<file path="src/rtl/decod_pkg.sv">
// Shared constants and the reference decode function for the binary-to-one-hot decoder.
package decod_pkg;

  // Default code width and the matching number of output lines.
  localparam int DEF_IN_W  = 3;
  localparam int DEF_OUT_W = 2 ** DEF_IN_W;

  // Active-high one-hot decode of a default-width code: bit 'code' set, all others clear.
  function automatic logic [DEF_OUT_W-1:0] onehot_of(input logic [DEF_IN_W-1:0] code);
    logic [DEF_OUT_W-1:0] w_hot;
    w_hot       = '0;
    w_hot[code] = 1'b1;
    return w_hot;
  endfunction

endpackage : decod_pkg

</file>
<file path="src/rtl/decod_core.sv">
// Purely combinational decoder: code + enable -> one-hot lines with polarity applied.
module decod_core
  import decod_pkg::*;
#(
  parameter  int IN_W       = DEF_IN_W,
  parameter  bit ACTIVE_LOW = 1'b0,
  localparam int OUT_W      = 2 ** IN_W
) (
  input  logic [IN_W-1:0]  i_code,
  input  logic             i_en,
  output logic [OUT_W-1:0] o_dec
);

  logic [OUT_W-1:0] w_hot;
  logic [OUT_W-1:0] w_gated;

  // The default width reuses the shared package function; other widths decode with a compare loop.
  if (IN_W == DEF_IN_W) begin : g_pkg_decode
    assign w_hot = onehot_of(i_code);
  end else begin : g_loop_decode
    // Raw active-high one-hot decode for non-default widths.
    always_comb begin
      // NOTE: every bit gets a default before the loop, so no path leaves w_hot unassigned and no latch is inferred.
      w_hot = '0;
      for (int i = 0; i < OUT_W; i++) begin
        w_hot[i] = (i_code == IN_W'(i));
      end
    end
  end

  // Gate with enable; when disabled the decode (even of an unknown code) is never selected.
  always_comb begin
    w_gated = '0;
    if (i_en) begin
      w_gated = w_hot;
    end
  end

  // Apply output polarity: active-low flips both the selected line and the idle lines.
  assign o_dec = ACTIVE_LOW ? ~w_gated : w_gated;

endmodule : decod_core

</file>
<file path="src/rtl/decod_3to8.sv">
// Registered binary-to-one-hot decoder with enable; one clock of latency, glitch-free strobes.
module decod_3to8
  import decod_pkg::*;
#(
  parameter  int IN_W       = DEF_IN_W,
  parameter  bit ACTIVE_LOW = 1'b0,
  localparam int OUT_W      = 2 ** IN_W
) (
  input  logic             clk,
  input  logic             rst,
  input  logic [IN_W-1:0]  in,
  input  logic             en,
  output logic [OUT_W-1:0] d,
  output logic             valid
);

  // Pattern driven when no line is selected (reset or disabled).
  localparam logic [OUT_W-1:0] INACTIVE = ACTIVE_LOW ? {OUT_W{1'b1}} : {OUT_W{1'b0}};

  logic [OUT_W-1:0] w_dec;
  logic [OUT_W-1:0] r_d;
  logic             r_valid;

  decod_core #(
    .IN_W       (IN_W),
    .ACTIVE_LOW (ACTIVE_LOW)
  ) u_core (
    .i_code (in),
    .i_en   (en),
    .o_dec  (w_dec)
  );

  // Register the decode and its valid flag; synchronous reset wins over en and in.
  always_ff @(posedge clk) begin
    // NOTE: non-blocking assignments keep every register sampling pre-edge values, avoiding order-dependent races.
    if (rst) begin
      r_d     <= INACTIVE;
      r_valid <= 1'b0;
    end else begin
      r_d     <= w_dec;
      r_valid <= en;
    end
  end

  assign d     = r_d;
  assign valid = r_valid;

endmodule : decod_3to8

</file>
<file path="config.mk">
export PLATFORM = sky130hd
export DESIGN_NAME = decod_3to8
export DESIGN_NICKNAME = d
export VERILOG_FILES = /design/src/rtl/decod_pkg.sv /design/src/rtl/decod_core.sv /design/src/rtl/decod_3to8.sv
export SDC_FILE = /design/constraint.sdc
export NUM_CORES = 1
export LEC_CHECK = 0
export CORE_AREA = 2 2 39 41
export CTS_CLUSTER_SIZE = 25
export DETAILED_ROUTE_END_ITERATION = 6
export DIE_AREA = 0 0 41 43
export REMOVE_ABC_BUFFERS = 1
export SYNTH_ARGS = -nofsm -noshare
export SYNTH_HDL_FRONTEND = slang
export SYNTH_SLANG_ARGS = --single-unit
</file>
<file path="constraint.sdc">
create_clock -name clk -period 1.11 [get_ports clk]
set_clock_uncertainty 0.15 [all_clocks]
set_input_delay 0.222 -clock clk [delete_from_list [all_inputs] [get_ports clk]]
set_output_delay 0.222 -clock clk [all_outputs]
set_load 0.03 [all_outputs]
</file>
Yosys cells after proc, flatten, opt, wreduce, memory -nomap -nowiden:

Index checks and enable logic that the tools add are counted.

* register bits after elaboration: 9
* word-level logic and storage cells: 9

* magnitude comparators: 2
* muxes and demuxes: 2
* bitwise operators: 1
* reductions and logical operators: 2

Operators by type and width (count)
* less-than comparator 3 x 4 -> 1 bit, second input constant: 1
* demux 1 bit (select 3 bit): 1
* greater-or-equal comparator 3 x 1 -> 1 bit, second input constant: 1
* OR reduction 2 bit: 1
* logical AND 1 bit: 1
* 2-to-1 mux 1 bit: 1
* NOT 1 bit: 1

Logic depth before layout (Yosys ltp):

* depth after elaboration: 4
* depth in mapped cells: 2
* gate-level depth less buffers: 2

Hierarchy:

A second synthesis with hierarchy kept.

* cells, all modules: 26
* area total of the unflattened synthesis: 332.8 sq um

By module, submodules not included
* decod_3to8: times used 1, cells each 18, area an instance 236.5 sq um, seq. area each 180.2 sq um
* decod_core: times used 1, cells each 8, area an instance 96.3 sq um, seq. area each 0.0 sq um

Worst setup path after synthesis:

OpenSTA, ideal clock, no wires.

* kind: input to register
* start: in in[0]
* end: reg r_d[0] (netlist: d[0])
* setup time: 0.073 ns
* arrival: 0.706 ns
* required time: 0.887 ns
* slack: 0.181 ns
* cell stages on the path: 2
* path through: or3b_4 > nor3_2

* cells in the longest elaborated chain, start to end: 4

Ends and longest elaborated chain
* start, declared: line decod_3to8.sv:11 `input logic [IN_W-1:0] in,`
* less-than comparator 3 x 4 -> 1 bit (not written as such) / greater-or-equal comparator 3 x 1 -> 1 bit (equally long branches): line decod_pkg.sv:12 `w_hot[code] = 1'b1;`
* logical AND 1 bit (not written as such): line decod_pkg.sv:12
* 2-to-1 mux 1 bit (not written as such): line decod_pkg.sv:12
* demux 1 bit (select 3 bit) (*)
* end signal, assigned: line decod_3to8.sv:40 `r_d <= w_dec;`
* end, declared: line decod_3to8.sv:21 `logic [OUT_W-1:0] r_d;`

Every way passes the cells marked *; elsewhere a longest branch is shown, timed or not.
A chain may end at the register's enable or synchronous reset.

Final worst setup path:

* start: reg r_d[5] (netlist: d[5])
* end: out d[5]

RTL lines
* end, declared: line decod_3to8.sv:13 `output logic [OUT_W-1:0] d,`

No word-level cell between the ends.

==> results.py <==
metrics = {
    "setup_path": {
        "cp_num_buf_inv": 1,
        "cp-start-kind": "flop",
        "crit_path_end_kind": "output pin",
        "crit_path_max_incr_delay_ns": 0.32,
        "crit_family": "flip-flops",
        "cp_max_fo": 1,
        "critical_path_class": "flop to output pin",
        "worstPathArrival_ns": 0.71,
        "required_ns": 0.74,
        "crit_chain": "buf_6",
        "slowest_stage": "dfxtp_1",
    },
    "worst_hold_path": {
        "hold_class": "input port to flop",
        "hold_start": "rst",
        "holdPathStages": 2,
        "min_to": "valid",
    },
    "cts": {
        "path_clk_slew_ns": 0.06,
        "clockBufferDepth": 2,
        "cts-root-buf": "clkbuf_4",
        "cts.htree.levels": 1,
        "cts_hold_buf": 0,
        "cts_sinks": 9,
        "numCtsBuffers": 3,
        "cts_tree": "yes",
    },
    "floorplanning": {
        "coreArea_um2": 1384,
        "fp.dieArea_um2": 1763,
        "ioPinCount": 15,
        "row_count": 14,
        "floorplan.initialDensity": 0.1872,
        "die_y_um": 43,
        "die_w_um": 41,
    },
    "sta": {
        "finalMaxSlewViolations": 0,
        "slew_headroom": 0.8698,
        "max_freq_ghz": 0.9256,
        "setup_viol": 0,
        "final.min_clock_period_ns": 1.080,
        "period_share": 0.9733,
        "worst_pin_slew_ns": 0.1947,
        "finalHoldViolations": 0,
        "rsz0062_at_grt": "false",
    },
    "finish": {
        "area_delta_synth_final_pct": 79.23,
        "finalNetCount": 50,
        "finalInstanceArea_um2": 464.2,
        "mostFrequentLayoutCell": "buf_6",
        "insertedDiodeCount": 0,
        "fin_util": 0.3354,
        "fillCellCount": 157,
        "seqCellArea_um2": 183.9,
        "layout_common_cells": "buf_6 (7), nor2_1 (6), dfxtp_1 (6)",
        "drive_gt1_frac": 0.4419,
        "multi_input_area_um2": 78.83,
    },
    "detailed_routing": {
        "via_per_inst": 3.678,
        "num_vias": 217,
        "wl_um": 475,
        "drt-initial-drc-count": 5,
        "drc": 0,
        "drtAntennaViolNets": 0,
        "dr.pass1.iters": 4,
        "wl_per_cell_um": 8.051,
    },
    "global_route": {
        "antenna_found_initial": 0,
        "grt_pass1_vias": 188,
        "grt_max_degree": 6,
        "grt_overflow": 0,
        "grt_pass1_wl_um": 738,
        "grt_use_total": 0.07064,
    },
    "synth": {
        "syn_area_per_cell_um2": 11.26,
        "syn_area_um2": 259.0,
        "synth_cell_types": 9,
        "ys_ff_latch": 9,
        "ys_seq_area_frac": 0.6957,
        "syn_inst": 23,
        "yosysWarnings": 0,
    },
    "run_status": {
        "outcome": "finished, final reports clean",
    },
    "power": {
        "ir_drop_mv": 0.4329,
        "p_leak_nw": 0.1999,
        "pwr_density_cell_nw_per_um2": 1397,
    },
    "flow_run": {
        "max_cap_violations": 0,
    },
    "placed_design": {
        "place_area_um2": 411.6,
        "portBuffers": 14,
        "gp_congestion": 0.7437,
    },
}
==> per-stage QoR <==
step / hold slack [ns] / setup TNS, ns / std cells / setup slack, ns / power [mW]
2_1_floorplan: 0.1410 / 0 / 23 / 0.1809 / 0.3662
3_3_place_gp: 0.5036 / -2.011 / 55 / -0.3170 / 0.4064
3_5_place_dp: 0.5028 / -2.069 / 55 / -0.3271 / 0.4070
4_1_cts: 0.1282 / 0 / 59 / 0.006539 / 0.6596
5_1_grt: 0.1415 / 0 / 59 / 0.001223 / 0.6808
6_report: 0.1349 / 0 / 59 / 0.02967 / 0.6487
==> state kept, by name (all words and copies together), names as in the netlist <==
name	cells
valid	1
d	8
==> timing repair <==
action,CTS,global route
gates resized for setup,6,7
setup endpoints to repair,6,6
buffers inserted,0,0
pin swaps,4,0
==> worst max-delay path by stage <==
stage	startpoint	to	slack [ns]	cells after the start
2_1_floorplan	in[0]	d[0]	0.18	2
3_3_place_gp	en	d[6]	-0.32	3
3_5_place_dp	en	d[0]	-0.33	3
4_1_cts	d[1]	d[1]	0.007	1
5_1_grt	valid	valid	0.001	1
6_report	d[5]	d[5]	0.03	1
==> area by class of cell <==
type | instances | area share
repair buffers | 16 | 0.3342
well taps | 16 | 0.04313
clock buffers | 4 | 0.05660
multi-input cells | 14 | 0.1698
flip-flops and latches | 9 | 0.3962
==> cells by family after synthesis <==
logic type / Yosys count / share of synthesized area
AND/OR/NAND/NOR: 14 / 0.3043
flip-flops: 9 / 0.6956
==> where the power goes <==
group / leakage (nW) / switching (mW) / internal [mW] / total [mW]
Sequential: 0.0746 / 0.00259 / 0.330 / 0.333
Clock: 0.0150 / 0.110 / 0.138 / 0.248
Combinational: 0.110 / 0.0323 / 0.0353 / 0.0676
==> metal layers <==
metal  wire length, um  vias up  global-route usage
li1                  -      113                   -
met2               200       15             0.07188
met5                 0        -                   0
met3                73        0             0.04712
met1               201       89             0.08497
met4                 0        0             0.08000
==> cells in the mapped netlist, drive strengths merged <==
master	count	area [um2]
dfxtp	9	180.2
nand2	1	3.750
nand2b	2	12.51
nand3b	1	7.510
nor2	6	22.52
nor2b	1	6.260
nor3	2	15.01
or3b	1	11.26
No activity file was read; power rests on OpenSTA's default activity.
